## src/rtl/microwave_pkg.sv

```systemverilog
// microwave_pkg: controller state encodings (IDLE..DONE, 3 bits) and highest accepted keypad digit
package microwave_pkg;
  typedef enum logic [2:0] {
    IDLE  = 3'd0,
    ENTRY = 3'd1,
    COOK  = 3'd2,
    PAUSE = 3'd3,
    DONE  = 3'd4
  } state_t;
  localparam logic [3:0] KEY_MAX_DIGIT = 4'd9;
endpackage

```

## src/rtl/sec_tick_gen.sv

```systemverilog
// sec_tick_gen: holdable 0..CLK_PER_SEC-1 counter; clock/clr(sync reset), run(advance), clear(zero) in, tick(wrap this cycle) out
module sec_tick_gen #(
  parameter int CLK_PER_SEC = 50_000_000
) (
  input  logic clock,
  input  logic clr,
  input  logic run,
  input  logic clear,
  output logic tick
);
  localparam int W = CLK_PER_SEC > 1 ? $clog2(CLK_PER_SEC) : 1;
  logic [W-1:0] cnt;
  assign tick = run && cnt == W'(CLK_PER_SEC - 1);
  always_ff @(posedge clock)
    if (clr || clear) cnt <= '0;
    else if (run) cnt <= tick ? '0 : cnt + 1'b1;
endmodule

```

## src/rtl/microwave_controller.sv

```systemverilog
// microwave_controller: keypad/start/stop/door sequencer driving mm:ss timer (loadn, clrn, en, data), mag_on, buzzer, state_dbg; clock, sync active-high clr
module microwave_controller
  import microwave_pkg::*;
#(
  parameter int CLK_PER_SEC = 50_000_000,
  parameter int DONE_SECS   = 3
) (
  input  logic       clock,
  input  logic       clr,
  input  logic       key_valid,
  input  logic [3:0] key_code,
  input  logic       start,
  input  logic       stop,
  input  logic       door_closed,
  input  logic       timer_zero,
  output logic       timer_loadn,
  output logic       timer_clrn,
  output logic       timer_en,
  output logic [3:0] timer_data,
  output logic       mag_on,
  output logic       buzzer,
  output logic [2:0] state_dbg
);
  localparam int SW = DONE_SECS > 1 ? $clog2(DONE_SECS) : 1;
  state_t state, next;
  logic [SW-1:0] secs;
  logic run, clear, tick, go, key_ok, clr_req, last_sec;
  sec_tick_gen #(.CLK_PER_SEC(CLK_PER_SEC)) u_tick (
    .clock(clock),
    .clr(clr),
    .run(run),
    .clear(clear),
    .tick(tick)
  );
  always_comb begin
    go = start && door_closed && !timer_zero;
    run = !stop && door_closed && (state == COOK ? !timer_zero : state == DONE ? !start : 1'b0);
    last_sec = secs == SW'(DONE_SECS - 1);
    key_ok = key_valid && key_code <= KEY_MAX_DIGIT && !stop && (state == IDLE || (state == ENTRY && !go));
    clr_req = stop && (state == IDLE || state == ENTRY || state == PAUSE);
    next = state;
    case (state)
      IDLE:    next = key_ok ? ENTRY : IDLE;
      ENTRY:   next = stop ? IDLE : go ? COOK : ENTRY;
      COOK:    next = stop || !door_closed ? PAUSE : timer_zero ? DONE : COOK;
      PAUSE:   next = stop ? IDLE : go ? COOK : PAUSE;
      DONE:    next = stop || start || !door_closed || (tick && last_sec) ? IDLE : DONE;
      default: next = IDLE;
    endcase
    clear = (state == ENTRY && next == COOK) || (state == COOK && next == DONE);
  end
  always_ff @(posedge clock)
    if (clr) begin
      state       <= IDLE;
      secs        <= '0;
      mag_on      <= 1'b0;
      buzzer      <= 1'b0;
      timer_en    <= 1'b0;
      timer_loadn <= 1'b1;
      timer_data  <= 4'd0;
      timer_clrn  <= 1'b0;
    end else begin
      state       <= next;
      secs        <= clear ? '0 : tick && state == DONE ? secs + 1'b1 : secs;
      mag_on      <= next == COOK;
      buzzer      <= next == DONE;
      timer_en    <= tick && state == COOK;
      timer_loadn <= !key_ok;
      timer_data  <= key_ok ? key_code : 4'd0;
      timer_clrn  <= !clr_req;
    end
  assign state_dbg = state;
endmodule

```

## config.mk

```make
export PLATFORM = sky130hd
export DESIGN_NAME = microwave_controller
export DESIGN_NICKNAME = d
export VERILOG_FILES = /design/src/rtl/microwave_pkg.sv /design/src/rtl/sec_tick_gen.sv /design/src/rtl/microwave_controller.sv
export SDC_FILE = /design/constraint.sdc
export NUM_CORES = 1
export LEC_CHECK = 0
export CORE_MARGIN = 4
export CORE_UTILIZATION = 39
export DETAILED_ROUTE_END_ITERATION = 8
export PLACE_DENSITY = 0.62
export SLEW_MARGIN = 20
export SYNTH_ARGS = -nofsm -noshare
export SYNTH_HDL_FRONTEND = slang
export SYNTH_SLANG_ARGS = --single-unit
```

## constraint.sdc

```tcl
create_clock -name clock -period 3.1 [get_ports clock]
set_input_delay 0.62 -clock clock [delete_from_list [all_inputs] [get_ports clock]]
set_output_delay 0.62 -clock clock [all_outputs]
set_load 0.005 [all_outputs]
```

==> out/metrics.yaml, run 1 <==
async_reset_ff_share_pct: 0
syn_to_final_growth_pct: 18.9
crit_path_end_kind: "flop"
wl_met3_um: 210
status: "complete, no violations"
yosys.area.top_type: "dfxtp_1"
grt_pass1_vias: 1435
start_util_pct: 40.1
fin_nets: 253
cts_setup_buffers: 0
layout_common_cells: "dfxtp_1 (40), nor2_1 (28), clkdlybuf4s50_1 (22)"
setup_viol: 0
max_stage_delay_ns: 0.52
cp.required_ns: 3.27
worstMarginPinSlew_ns: 0.768
period_needed_ns: 2.34
rsz0062_at_grt: "no"
whs_ns: 0.486
peakVddDrop_uv: 259
critPathMaxFanout: 12
insertion_delay_ns: 0.29
dr_wl_met2_um: 1630
max-clock-path-buffers: 2
hpwl_um: 2850
ys_seq_area_share_pct: 42.3
rows: 25
synth_top_area_share_pct: 42.3
fp.dieH_um: 77.7
vias: 1551
grt_max_degree: 18
antenna_left: 0
via_per_inst: 5.05
core_area_um2: 4720
port_buffers: 22
antenna_found_initial: 0
h-tree-depth: 2
maxSlewViolCount: 0
ys_ff_latch: 40
critPathBufInv: 1
clk_pin_slew_ns: 0.08
skew_ns: 0.00677
cts_tree: "yes"
ys_types: 47
n_antenna_cell: 0
fin_setup_tns_ns: 0
synth_area_leaders: "dfxtp_1 (42%), nor2_1 (5.5%), xor2_1 (5.5%)"
routedWlPerCell_um: 12.3
worstPathArrival_ns: 2.51
dieArea_um2: 6040
finalHoldViolations: 0
path_class: "in2reg"
p_leak_nw: 0.734
gp_congestion: 0.847
avgSynthCellArea_um2: 8.69
critPathLaunchType: "primary input"
wl_met1_um: 1890
clkSinkCount: 40
ys_warn_count: 0
cts_root_buf: "clkbuf_8"
first_pass_iters: 4
crit_slowest_cell: "clkdlybuf4s50_1"
drtIter0Drc: 46
final_common_cell: "dfxtp_1"
drv_cap: 0
critical_path.top_delay_family: "simple AND/OR/NAND/NOR gates"
cts_buffers: 5
post_cts_resized: 0
syn_nets: 231
yosys_most_used_dff: "dfxtp_1"
fin_crit_sh_pct: 75.4
top_layer: "met4"
final_layout_size_suffix_gt1_share_pct: 9.58
path_cells: "clkdlybuf4s50_1 > nor3b_2 > o21ai_1 > nor4_1 > xnor2_1 > nor2_1"
netlist_instances: 218
grt_usage_pct: 13.1
utilization_pct: 47.7
hold_buffers: 0
grt_overflow: 0
drt-total-wl_um: 3780
powerDensity_nw_per_um2: 394
max_freq_ghz: 0.428
grt_pass1_wl_um: 6380
mappedNetlistArea_um2: 1890
die_x_um: 77.7
hold_path_class: "reg2reg"
slew_headroom_pct: 48.5
drc: 0
synth_edf_count: 0
ioPinCount: 23
worst reg2reg max path, cell delays in order (launching register included):
cell     delay (ns)
dfxtp_1        0.39
ha_1           0.25
nand3_2        0.13
or4_1          0.68
nor4_1         0.36
xnor2_1        0.18
nor2_2         0.04
stage by stage:
step                area [um2]  power (mW)  std cells  setup slack [ns]
floorplan                 1890       0.551        218              1.18
global placement          2170       0.576        300             0.494
detailed placement        2170       0.576        300             0.480
CTS                       2250       0.898        307             0.788
global route              2250       0.927        307             0.603
finish                    2250       0.888        307             0.762
report_power, final:
group	total (mW)	switching [mW]	internal [mW]
Clock	0.324	0.171	0.152
Sequential	0.519	0.00239	0.517
Combinational	0.0452	0.0210	0.0242
Total	0.888	0.195	0.693
layout make-up:
type / instances / area, um2
multi-input combinational: 161 / 1020
timing repair buffer: 24 / 235
tap: 67 / 83.8
inverter: 8 / 30.0
fill: 457 / 2470
clock buffer: 5 / 68.8
clock inverter: 2 / 12.5
sequential: 40 / 801
flip-flops by register name, indices dropped and copies added, names as in the netlist, 2 cells and up:
register	count
timer_data	4
u_tick.cnt	26
secs	2
state_dbg	3
layer usage:
| metal | up-vias | track usage [%] |
|---|---|---|
| li1 | 808 | - |
| met3 | 5 | 4.52 |
| met5 | - | 0 |
| met4 | 0 | 4.98 |
| met2 | 37 | 19.6 |
| met1 | 701 | 17.2 |
Yosys cell counts, types with 2 or more instances:
| library cell | count |
|---|---|
| nand2_1 | 16 |
| nor3_1 | 7 |
| nor3b_1 | 2 |
| and3_1 | 3 |
| a21oi_1 | 9 |
| dfxtp_1 | 40 |
| inv_1 | 8 |
| buf_2 | 6 |
| nor4b_1 | 2 |
| or4_1 | 2 |
| nor2_1 | 28 |
| or3_1 | 2 |
| nand3_1 | 12 |
| nor2_2 | 2 |
| clkbuf_1 | 2 |
| xor2_1 | 12 |
| xnor2_1 | 10 |
| nor3b_2 | 2 |
| and4_1 | 2 |
| and2_1 | 6 |
| nand4_1 | 9 |
| a31oi_1 | 2 |
| nor4_1 | 6 |
| nand2b_1 | 2 |
| o21ai_0 | 3 |
| ha_1 | 2 |
kinds of logic after synthesis:
logic type / after synthesis / share of synthesized area, %
flip-flops: 40 / 42.3
multiplexers: 1 / 0.594
AND/OR/NAND/NOR: 113 / 34.1
buffers and inverters: 17 / 3.83
AO/OA/AOI/OAI: 23 / 7.66
adder cells (fa/ha/maj): 2 / 1.32
XOR/XNOR: 22 / 10.2
worst paths after layout:
path / startpoint / to / slack, ns / depth (start not counted)
hold / removal: u_tick.cnt[1]$_SDFFE_PP0P_ / u_tick.cnt[1]$_SDFFE_PP0P_ / 0.49 / 2
setup / recovery: stop / u_tick.cnt[10]$_SDFFE_PP0P_ / 0.76 / 6
setup reg to reg: u_tick.cnt[0]$_SDFFE_PP0P_ / u_tick.cnt[22]$_SDFFE_PP0P_ / 0.96 / 6
hold reg to reg: u_tick.cnt[1]$_SDFFE_PP0P_ / u_tick.cnt[1]$_SDFFE_PP0P_ / 0.49 / 2
(Power assumes the default switching activity.)
==> inputs of run 2 (changes only) <==
Settings changed: PLACE_DENSITY 0.62 to 0.65.
Clock period 3.1 ns to 2.15 ns, I/O delays scaled along.
==> run 2 against run 1 <==
Compared with the run above: hold slack gained 0.0081 ns; register-to-register slack lost 0.84 ns; routed wire length is 5.2% higher; largest power group unchanged; global-route usage is 1.3 points higher; clock skew up 0.0020 ns; flip-flop and latch count did not move; core utilization increased by 3.9 points; combinational power up 74%; cell count increased by 6.5%; die area is the same.
==> out/metrics.yaml, run 2 (same netlist as run 1, synthesis figures left out) <==
antenna_left: 0  # unchanged
syn_to_final_growth_pct: 28.7
final_common_cell: "dfxtp_1"
drc: 0  # unchanged
grt_overflow: 0  # unchanged
max-clock-path-buffers: 2  # unchanged
ioPinCount: 23  # unchanged
cts_root_buf: "clkbuf_8"
crit_slowest_cell: "or4_1"
core_area_um2: 4720  # unchanged
rsz0062_at_grt: "no"
whs_ns: 0.494  # +0.00810 ns
worstMarginPinSlew_ns: 0.598  # -0.169 ns
cp.required_ns: 2.34  # -0.93 ns
powerDensity_nw_per_um2: 582  # +48%
first_pass_iters: 4  # unchanged
grt_pass1_vias: 1544  # +7.6%
drv_cap: 0  # unchanged
die_x_um: 77.7  # unchanged
drt-total-wl_um: 3980  # +5.2%
path_cells: "ha_1 > nand3_2 > or4_1 > nor4_1 > xnor2_1 > nor2_2"
slew_headroom_pct: 59.8  # +11 points
n_antenna_cell: 0  # unchanged
routedWlPerCell_um: 12.2  # -1.2%
h-tree-depth: 2  # unchanged
port_buffers: 22  # unchanged
nFillCells: 444  # -2.8%
grt_usage_pct: 14.4  # +1.3 points
hold_path_class: "reg2reg"
fin_nets: 272  # +7.5%
cts_buffers: 5  # unchanged
path_class: "reg2reg"
hpwl_um: 3030  # +6.4%
fp.dieH_um: 77.7  # unchanged
top_register: "u_tick.cnt"
dieArea_um2: 6040  # unchanged
cts_tree: "yes"
clk_pin_slew_ns: 0.08  # about the same
grt_max_degree: 18  # unchanged
antenna_found_initial: 0  # unchanged
drtIter0Drc: 58  # +26%
layout_common_cells: "dfxtp_1 (40), nor2_1 (28), clkdlybuf4s50_1 (22)"
max_freq_ghz: 0.491
period_needed_ns: 2.03
critPathLaunchType: "flop"
crit_path_end_kind: "flop"
maxSlewViolCount: 0  # unchanged
finalHoldViolations: 0  # unchanged
worstPathArrival_ns: 2.23  # -0.28 ns
peakVddDrop_uv: 346  # +34%
grt_pass1_wl_um: 7050  # +10%
final_layout_size_suffix_gt1_share_pct: 16.5  # +7.0 points
cts_setup_buffers: 0  # unchanged
setup_viol: 0  # unchanged
rows: 25  # unchanged
largest_reg_flops: 26  # unchanged
start_util_pct: 40.1  # unchanged
max_stage_delay_ns: 0.67  # +0.15 ns
vias: 1626  # +4.8%
fin_setup_tns_ns: 0  # unchanged
skew_ns: 0.00881  # +0.00204 ns
via_per_inst: 4.97  # -1.6%
gp_congestion: 0.803  # -5.1%
insertion_delay_ns: 0.29  # about the same
status: "complete, no violations"
fin_crit_sh_pct: 94.6
clkSinkCount: 40  # unchanged
critPathMaxFanout: 7  # -5
p_leak_nw: 0.847  # +15%
-- run 2: changes by cell type in the layout (fill, tap and decap cells not counted), sizes merged --
cell	change
clkbuf	+1
clkinvlp	-1
buf	+19
bufinv	+1
-- run 2: where the power goes --
group / switching (mW) / internal, mW
Combinational: 0.0322 / 0.0466
Sequential: 0.00354 / 0.745
Clock: 0.248 / 0.344
-- run 2: cell type report --
class / count / area [um2] / area share, %
clock inverters: 2 / 35.0 / 1.44
inverters: 8 / 30.0 / 1.23
well taps: 67 / 83.8 / 3.44
clock buffers: 6 / 72.6 / 2.98
multi-input cells: 161 / 1030 / 42.1
repair buffers: 43 / 390 / 16.0
flip-flops and latches: 40 / 801 / 32.8
-- run 2: path summary, 6_finish.rpt --
check                                                 from                          end  slack, ns  cells after the start
worst max-delay path            u_tick.cnt[0]$_SDFFE_PP0P_  u_tick.cnt[22]$_SDFFE_PP0P_       0.12                      6
worst max register to register  u_tick.cnt[0]$_SDFFE_PP0P_  u_tick.cnt[22]$_SDFFE_PP0P_       0.12                      6
worst min register to register  u_tick.cnt[1]$_SDFFE_PP0P_   u_tick.cnt[1]$_SDFFE_PP0P_       0.49                      2
worst min-delay path            u_tick.cnt[1]$_SDFFE_PP0P_   u_tick.cnt[1]$_SDFFE_PP0P_       0.49                      2
-- run 2: metrics by stage --
step	util [%]	worst slack [ns]	total power, mW	std cells	instance area, um2
after floorplan	-	0.231	0.794	218	1890
after global routing	51.6	0.0485	1.48	327	2440
final	51.6	0.115	1.42	327	2440
after global placement	49.2	0.0766	0.845	319	2330
after CTS	51.5	0.0825	1.44	327	2430
after detailed placement	49.2	0.0644	0.845	319	2330
-- run 2: what timing repair did --
item | CTS | global route
hold buffers | 0 | 0
resized for setup | 0 | 1
setup endpoints to repair | 0 | 1
-- run 2: metal layers --
layer  routed length (um)  track usage, %  up-vias
met4                   51            4.63        0
li1                     -               -      850
met2                 1860            23.3       31
met5                    0               0        -
met1                 1870            18.2      738
met3                  196            4.41        7
-- run 2: worst max-delay path: cells and delay by family (launching register included) --
family	cells	cell delay, ns
xor gates and xnor gates	1	0.18
adders and majority gates	1	0.22
DFF	1	0.39
and+or+nand+nor	4	1.16
==> inputs of run 3 (changes only) <==
Settings changed: CORE_ASPECT_RATIO set to 1.5.
==> run 3 against run 2 <==
Compared with the run above: clock power rose by 12%; largest cell class unchanged; core utilization is 2.1 points higher; critical path type unchanged; global-route usage rose by 1.4 points; combinational power fell by 1%; via count up 2.2%; sequential share of layout area is 0.55 points lower; worst setup slack better by 0.14 ns; design area is 1.7% higher; hold slack about the same.
==> out/metrics.yaml, run 3 (same netlist as run 1, synthesis figures left out) <==
first_pass_iters: 4  # unchanged
antenna_found_initial: 0  # unchanged
skew_ns: 0.00566  # -0.00315 ns
fin_setup_tns_ns: 0  # unchanged
grt_max_degree: 18  # unchanged
dp_slack_ns: 0.0170  # -0.0473 ns
grt_overflow: 0  # unchanged
max_stage_delay_ns: 0.59  # -0.08 ns
grt_pass1_wl_um: 7450  # +5.7%
path_class: "reg2reg"
cts_setup_buffers: 0  # unchanged
worstMarginPinSlew_ns: 0.636  # +0.0376 ns
via_per_inst: 5.10  # +2.5%
postPlaceCellArea_um2: 2340  # +0.48%
multi_input_area_um2: 1040  # +1.1%
critPathBufInv: 0  # unchanged
max_freq_ghz: 0.529  # +7.6%
routedWlPerCell_um: 13.0  # +6.5%
period_needed_ns: 1.89  # -0.144 ns
cp.required_ns: 2.34  # about the same
utilization_pct: 53.7  # +2.1 points
largest_reg_flops: 26  # unchanged
seq_area_um2: 801  # unchanged
port_buffers: 22  # unchanged
clkSinkCount: 40  # unchanged
drtIter0Drc: 60  # +3.4%
power_switching_share_pct: 19.5  # -0.52 points
grt_pass1_vias: 1692  # +9.6%
antenna_left: 0  # unchanged
switching_power_uw: 290  # +2.2%
power_mw: 1.49  # +5.0%
p_seq_share_pct: 50.2  # -2.5 points
vias: 1661  # +2.2%
h-tree-depth: 2  # unchanged
cts_buffers: 5  # unchanged
peakVddDrop_uv: 337  # -2.6%
p_comb_share_pct: 5.2  # -0.4 points
nFillCells: 466  # +5.0%
worstPathArrival_ns: 2.08  # -0.15 ns
start_util_pct: 41.0  # +0.92 points
top_register: "u_tick.cnt"
final_common_cell: "dfxtp_1"
maxSlewViolCount: 0  # unchanged
gp_congestion: 0.801  # -0.27%
die_x_um: 64.9  # -16%
layout_common_cells: "dfxtp_1 (40), nor2_1 (28), clkdlybuf4s50_1 (22), buf_4 (22), nand2_1 (16)"
crit_path_end_kind: "flop"
setup_viol: 0  # unchanged
post_cts_resized: 0  # unchanged
critPathLaunchType: "flop"
core_area_um2: 4620  # -2.3%
p_leak_nw: 0.867  # +2.4%
crit_slowest_cell: "or4_4"
hold_path_class: "reg2reg"
drt-total-wl_um: 4220  # +6.2%
dieArea_um2: 6060  # +0.38%
status: "complete, no violations"
clkPwrFrac_pct: 44.6  # +2.9 points
setup_slack_ns: 0.259  # +0.144 ns
grt_usage_pct: 15.8  # +1.4 points
max-clock-path-buffers: 2  # unchanged
insertion_delay_ns: 0.29  # about the same
drc: 0  # unchanged
cts_root_buf: "clkbuf_8"
hpwl_um: 3210  # +6.1%
ioPinCount: 23  # unchanged
rows: 30  # +20%
rsz0062_at_grt: "no"
fin_crit_sh_pct: 88.0  # -6.7 points
power.internal_mw: 1.20  # +5.6%
critPathMaxFanout: 7  # unchanged
drv_cap: 0  # unchanged
n_antenna_cell: 0  # unchanged
critical_path.top_delay_family: "simple AND/OR/NAND/NOR gates"
clk_pin_slew_ns: 0.08  # about the same
finalHoldViolations: 0  # unchanged
fin_nets: 274  # +0.74%
final_layout_size_suffix_gt1_share_pct: 18.3  # +1.8 points
slew_headroom_pct: 57.3  # -2.5 points
powerDensity_nw_per_um2: 601  # +3.2%
fin_area_um2: 2480  # +1.7%
cts_tree: "yes"
hold_buffers: 0  # unchanged
path_cells: "ha_1 > nand3_2 > or4_4 > nor4_2 > xnor2_1 > nor2_2"
fp.dieH_um: 93.4  # +20%
syn_to_final_growth_pct: 30.9
==> run 3: path summary, 6_finish.rpt <==
kind	from	to	slack, ns	depth (start not counted)
setup reg to reg	u_tick.cnt[0]$_SDFFE_PP0P_	u_tick.cnt[22]$_SDFFE_PP0P_	0.26	6
setup / recovery	u_tick.cnt[0]$_SDFFE_PP0P_	u_tick.cnt[22]$_SDFFE_PP0P_	0.26	6
hold reg to reg	u_tick.cnt[1]$_SDFFE_PP0P_	u_tick.cnt[1]$_SDFFE_PP0P_	0.49	2
hold / removal	u_tick.cnt[1]$_SDFFE_PP0P_	u_tick.cnt[1]$_SDFFE_PP0P_	0.49	2
==> run 3: per-stage QoR <==
step                cells  hold WS, ns
floorplan             218        0.458
global placement      318        0.473
detailed placement    318        0.487
CTS                   326        0.499
global route          326        0.529
finish                326        0.493
==> run 3: metal layers <==
metal	wire length, um	up-vias	track usage, %
met5	0	-	0
met4	102	0	6.88
met3	179	8	3.97
met2	2270	35	29.2
met1	1680	767	16.3
li1	-	851	-
==> run 3: worst reg2reg max path, stage by stage (launching register included) <==
cell     delay (ns)
dfxtp_1        0.40
ha_1           0.20
nand3_2        0.10
or4_4          0.59
nor4_2         0.29
xnor2_1        0.17
nor2_2         0.04
==> run 3: final cells by class <==
cell class | count | share of cell area [%]
multi-input combinational | 161 | 41.8
sequential | 40 | 32.3
tap | 64 | 3.23
inverter | 8 | 1.21
timing repair buffer | 45 | 16.3
clock inverter | 1 | 1.21
clock buffer | 7 | 3.88
==> run 3: power groups by stage <==
| stage | clock network [mW] | logic [mW] | registers [mW] |
|---|---|---|---|
| floorplan | 0 | 0.0302 | 0.764 |
| detailed placement | 0 | 0.0785 | 0.765 |
| global route | 0.717 | 0.0856 | 0.749 |
| finish | 0.664 | 0.0777 | 0.748 |
| CTS | 0.674 | 0.0788 | 0.748 |
| global placement | 0 | 0.0784 | 0.765 |
==> RTL edit 1: new RTL, config.mk and constraints of run 3 <==
`CLK_PER_SEC` is set to 50_000_000 in 2 places; all go to 200_000_000.
--- a/src/rtl/sec_tick_gen.sv
+++ b/src/rtl/sec_tick_gen.sv
@@ -1,5 +1,5 @@
 // sec_tick_gen: holdable 0..CLK_PER_SEC-1 counter; clock/clr(sync reset), run(advance), clear(zero) in, tick(wrap this cycle) out
 module sec_tick_gen #(
-  parameter int CLK_PER_SEC = 50_000_000
+  parameter int CLK_PER_SEC = 200_000_000
 ) (
   input  logic clock,
--- a/src/rtl/microwave_controller.sv
+++ b/src/rtl/microwave_controller.sv
@@ -3,5 +3,5 @@
   import microwave_pkg::*;
 #(
-  parameter int CLK_PER_SEC = 50_000_000,
+  parameter int CLK_PER_SEC = 200_000_000,
   parameter int DONE_SECS   = 3
 ) (
Function: same outputs for any inputs over 10 cycles, from zero or initial values; that may be too few to reach the edited logic, so the function may still have changed.
==> RTL edit 1 against run 3 <==
Global-route usage increased by 0.98 points; critical path depth increased by 1; non-clock buffer count increased by 14; cell area increased by 8.1%; clock power decreased by 22%; setup slack got worse by 170 ps; sequential power increased by 7.0%; wire length increased by 12%; total power decreased by 2.0%; sequential cell count increased by 2; synthesized area increased by 3.1%; sequential share of layout area decreased by 0.45 points; count of clock-buffer cells in the layout unchanged; die area increased by 2.8%; largest cell class unchanged; largest power group unchanged.
==> RTL edit 1: results (changes against run 3) <==
Outcome
  • Status: finished, final reports clean (unchanged)

Detailed routing
  • Met2 WL: 2493 um (was 2266 um)
  • Drt initial violations: 72 (was 60)
  • Top layer in use: met4 (unchanged)
  • Met3 Wirelength: 213 um (was 179 um)
  • Total number of vias: 1,832 (was 1,661)
  • M1 WL: 1853 um (was 1675 um)
  • Routed len/inst: 13.61 um (was 12.95 um)

GRT
  • Met2 Usage GRT: 0.3172 (was 0.2921)
  • Met1 Use GR: 0.1734 (was 0.1633)
  • GR Util met3: 0.03571 (was 0.03966)
  • GR Util All Layers: 0.1674 (was 0.1576)
  • First-pass GRT wire length: 8059 um (was 7452 um)
  • Largest net degree at the start of global routing: 16 (was 18)

Setup path
  • Crit start category: register (unchanged)
  • CP Max Fanout: 3 (was 7)
  • Crit path largest cell delay: 530 ps (was 590 ps)
  • Reg2Reg Depth: 7 (was 6)
  • Worst Path Arrival: 2240 ps (was 2080 ps)

Power and ir drop
  • Worst vdd ir: 0.0003686 V (was 0.0003372 V)
  • Pleak: 0.001020 uW (was 0.0008668 uW)

Finish
  • Layout cell share with drive strength beyond 1: 0.2321 (was 0.1832)
  • Max reg flops: 28 (was 26)
  • Fillers: 463 (was 466)
  • Final #Nets: 292 (was 274)
  • Cell Count, Final, Fillers Out: 346 (was 326)
  • Reg with most FFs: u_tick.cnt (unchanged)
  • Number of diodes: 0 (unchanged)

Timing
  • Max_slew headroom: 0.6631 (was 0.5733)
  • Fin Clk Skew: 3.500 ps (was 5.660 ps)

Logic synthesis
  • Synthesized area per cell: 8.838 um2 (was 8.690 um2)
  • Register area share after synthesis: 0.4305 (was 0.4227)
  • Synth unique cells: 44 (was 47)
  • Syn_nets: 234 (was 231)
  • Synth top area cells: dfxtp_1 43%, xor2_1 10%, nor2_1 5.8% (was dfxtp_1 42%, nor2_1 5.5%, xor2_1 5.5%)
  • Top cells by count, synth: 42 x dfxtp_1, 30 x nor2_1, 23 x xor2_1, 15 x nand4_1, 14 x nand2_1 (was 40 x dfxtp_1, 28 x nor2_1, 16 x nand2_1, 12 x nand3_1, 12 x xor2_1)

Place
  • RD Place Congestion: 0.7672 (was 0.8012)
  • DP Worst Slack: -395.8 ps (was 17.02 ps)
  • DP HPWL: 3159 um (was 3212 um)
  • Cell count after placement: 327 (was 318)

Clock tree
  • Clk slew on worst S/H paths: 80 ps (about the same)

Min path
  • Hold Path Stages: 2 (unchanged)
-- RTL edit 1: cell types whose count changed after synthesis, sizes merged, moves of 4 or more --
cell and delta:
a21oi -4, nand4 +5, xor2 +11, nor4 -4
nor3b -4, xnor2 -8
-- RTL edit 1: where the power goes --
group          leakage, uW  internal (uW)  total (uW)  switching (uW)
logic             0.000627           85.5         141            55.9
clock network    0.0000482            259         519             260
registers         0.000344            788         800            11.9
-- RTL edit 1: final timing paths --
path	startpoint	endpoint	slack, ps
worst max-delay path	u_tick.cnt[15]	u_tick.cnt[15]	90
worst min-delay path	u_tick.cnt[1]	u_tick.cnt[1]	480
worst max register to register	u_tick.cnt[15]	u_tick.cnt[15]	90
worst min register to register	u_tick.cnt[1]	u_tick.cnt[1]	480
-- RTL edit 1: cell type report --
cell class                 instances  share of cell area
multi-input combinational        164              0.3959
tap                               66             0.03081
inverter                           7            0.009804
timing repair buffer              59              0.2110
sequential                        42              0.3184
clock buffer                       7             0.03221
clock inverter                     1            0.001867
-- RTL edit 1: cells by family after synthesis --
group / synth area share
AO/OA/AOI/OAI: 0.09353
buffers and inverters: 0.03972
AND/OR/NAND/NOR: 0.3113
XOR/XNOR: 0.1121
flip-flops: 0.4305
adder cells (fa/ha/maj): 0.01281
-- RTL edit 1: repair_timing --
action,CTS,global route
endpoints found under the setup margin,23,19
gates cloned,2,0
resized for setup,8,11
setup buffers,6,4
hold endpoints to repair,0,0
pin swaps,3,3
-- RTL edit 1: per-stage QoR --
| stage | utilization | cell area [um2] |
|---|---|---|
| final | 0.5528 | 2680 |
| after floorplan | - | 1953 |
| after CTS | 0.5432 | 2634 |
| after detailed placement | 0.4975 | 2412 |
| after global placement | 0.4975 | 2412 |
| after global routing | 0.5528 | 2680 |
==> RTL edit 2: new RTL, config.mk and constraints of run 3 <==
Without the edit above. Register the output `timer_clrn` once more; this adds one clock of latency there. The other outputs are not delayed to match.
--- a/src/rtl/microwave_controller.sv
+++ b/src/rtl/microwave_controller.sv
@@ -23,4 +23,6 @@
 );
   localparam int SW = DONE_SECS > 1 ? $clog2(DONE_SECS) : 1;
+
+  logic timer_clrn_s0;
   state_t state, next;
   logic [SW-1:0] secs;
@@ -59,5 +61,5 @@
       timer_loadn <= 1'b1;
       timer_data  <= 4'd0;
-      timer_clrn  <= 1'b0;
+      timer_clrn_s0 <= 1'b0;
     end else begin
       state       <= next;
@@ -68,7 +70,11 @@
       timer_loadn <= !key_ok;
       timer_data  <= key_ok ? key_code : 4'd0;
-      timer_clrn  <= !clr_req;
+      timer_clrn_s0 <= !clr_req;
     end
   assign state_dbg = state;
+  always_ff @(posedge clock) begin
+    timer_clrn <= timer_clrn_s0;
+  end
+
 endmodule
 
Behaviour: not the same (a bounded check fails within 4 cycles, from zero or initial values).
==> RTL edit 2 against run 3 <==
Global-route usage is 0.90 points lower; wire length is 2.9% lower; cell area is 1.3% lower; combinational power is 2.8% lower; sequential cell count is 1 higher; setup slack worse by 5.2 ps; core utilization is 2.8 points lower; synthesized area is 1.1% higher; total power is 9.2% lower; fmax is 0.27% lower; critical path type unchanged; largest cell class unchanged; largest power group unchanged; highest routed layer unchanged.
==> RTL edit 2: results (changes against run 3) <==
Outcome
  • Status: finished, final reports clean (unchanged)

GRT
  • Initial antenna violation count: 0 (unchanged)
  • Vias in the first global route: 1,665 (was 1,692)
  • GR Util All Layers: 0.1486 (was 0.1576)
  • First-pass GRT wire length: 7210 um (was 7452 um)
  • Largest net degree at the start of global routing: 18 (unchanged)

Clock tree
  • TritonCTS Buffers: 5 (unchanged)
  • CTS root buf: clkbuf_8 (unchanged)
  • Deepest clock path buffer count: 2 (unchanged)
  • Worst-Skew Late Latency: 290 ps (about the same)
  • Clk slew on worst S/H paths: 80 ps (about the same)
  • H-tree levels: 2 (unchanged)

Logic synthesis
  • Synth unique cells: 47 (unchanged)
  • Synth top area cells: dfxtp_1 43%, nor2_1 5.5%, xor2_1 5.5% (was dfxtp_1 42%, nor2_1 5.5%, xor2_1 5.5%)
  • Top cells by count, synth: 41 x dfxtp_1, 28 x nor2_1, 16 x nand2_1, 12 x nand3_1, 12 x xor2_1 (was 40 x dfxtp_1, 28 x nor2_1, 16 x nand2_1, 12 x nand3_1, 12 x xor2_1)
  • Syn_nets: 232 (was 231)
  • Post-synth top flop: dfxtp_1 (unchanged)
  • YS warnings: 0 (unchanged)
  • Ys async rst share: 0 (unchanged)
  • Register area share after synthesis: 0.4288 (was 0.4227)

Timing
  • Max_slew headroom: 0.6066 (was 0.5733)
  • Fin Clk Skew: 10.92 ps (was 5.660 ps)

Min path
  • Hold Path Stages: 0 (was 2)
  • Worst Hold Class: register to register (unchanged)

Detailed routing
  • Via density: 5.058 (was 5.095)
  • DRT Pass-1 Iters: 4 (unchanged)
  • Routed wire length: 4101 um (was 4223 um)
  • Drt initial violations: 31 (was 60)
  • Detailed-route DRC error count: 0 (unchanged)

Place
  • RD Place Congestion: 0.8303 (was 0.8012)
  • DP HPWL: 3147 um (was 3212 um)
  • IO buf count: 22 (unchanged)
  • DP Area: 2337 um2 (unchanged)

Finish
  • Fillers: 500 (was 466)
  • Layout cell share with drive strength beyond 1: 0.1737 (was 0.1832)
  • Number of diodes: 0 (unchanged)
  • Max reg flops: 26 (unchanged)
  • Final #Nets: 272 (was 274)
  • Reg with most FFs: u_tick.cnt (unchanged)

Setup path
  • Worst Path Arrival: 2070 ps
  • CP Max Fanout: 7 (unchanged)
  • Slowest CP cell: or4_4 (unchanged)
  • Crit path largest cell delay: 590 ps (about the same)
  • Reg2Reg Depth: 6 (unchanged)
  • Crit path max-delay family: simple AND/OR/NAND/NOR gates (unchanged)

Power and ir drop
  • Worst vdd ir: 0.0003220 V (was 0.0003372 V)
  • Pleak: 0.0008396 uW (was 0.0008668 uW)
==> RTL edit 2: cell types whose count changed after synthesis, sizes merged <==
cell,change
dfxtp,+1
==> RTL edit 2: worst paths after layout <==
| path | endpoint | slack, ps | start |
|---|---|---|---|
| max | u_tick.cnt[16] | 250 | u_tick.cnt[0] |
| min | timer_clrn | 330 | timer_clrn_s0 |
| max reg2reg | u_tick.cnt[16] | 250 | u_tick.cnt[0] |
| min reg2reg | timer_clrn | 330 | timer_clrn_s0 |
==> RTL edit 2: what timing repair did <==
action	4_1_cts	5_1_grt
resized for setup	0	4
setup endpoints to repair	0	3
setup buffers	0	0
==> RTL edit 2: metrics by stage <==
| stage | worst slack (ps) | utilization | std cells | setup TNS, ps | power (uW) |
|---|---|---|---|---|---|
| finish | 253.7 | 0.5091 | 325 | 0 | 1352 |
| global route | 88.59 | 0.5091 | 325 | 0 | 1405 |
| CTS | 81.11 | 0.5047 | 325 | 0 | 1369 |
| detailed placement | -24.43 | 0.4860 | 318 | -45.08 | 861.8 |
| global placement | 4.005 | 0.4860 | 318 | 0 | 861.7 |
| floorplan | 231.2 | - | 219 | 0 | 814.4 |
==> RTL edit 2: cells by family after synthesis <==
group / after synthesis / share of synthesized area
mux: 1 / 0.005882
buf+inv: 17 / 0.03791
fa+ha+maj: 2 / 0.01307
flops: 41 / 0.4288
simple gates: 113 / 0.3379
compound gates: 23 / 0.07582
xor+xnor: 22 / 0.1007
==> RTL edit 2: cell type report <==
type | count | area [um2] | share of cell area
clock inverter | 1 | 7.507 | 0.003066
sequential | 41 | 820.8 | 0.3352
timing repair buffer | 42 | 382.9 | 0.1564
multi-input combinational | 161 | 1042 | 0.4257
tap | 66 | 82.58 | 0.03373
clock buffer | 6 | 82.58 | 0.03373
inverter | 8 | 30.03 | 0.01226
==> RTL edit 2: report_power, final <==
part | internal, uW | total [uW] | switching, uW
combinational | 44.3 | 75.5 | 31.2
clock | 254 | 509 | 255
sequential | 764 | 768 | 3.69
total | 1060 | 1350 | 290
==> RTL edit 2: worst register-to-register path, cell delays in order, from the launching register on <==
cell,delay [ps]
dfxtp_1,400
ha_1,200
nand3_2,100
or4_4,590
nor3_1,290
xnor2_1,150
nor2_1,50
==> RTL edit 2: per-layer routing <==
metal / up-vias / GRT usage / wire, um
met5: - / 0 / 0
met4: 0 / 0.05017 / 68
met3: 8 / 0.04790 / 183
met2: 29 / 0.2705 / 2223
met1: 761 / 0.1577 / 1625
li1: 846 / - / -
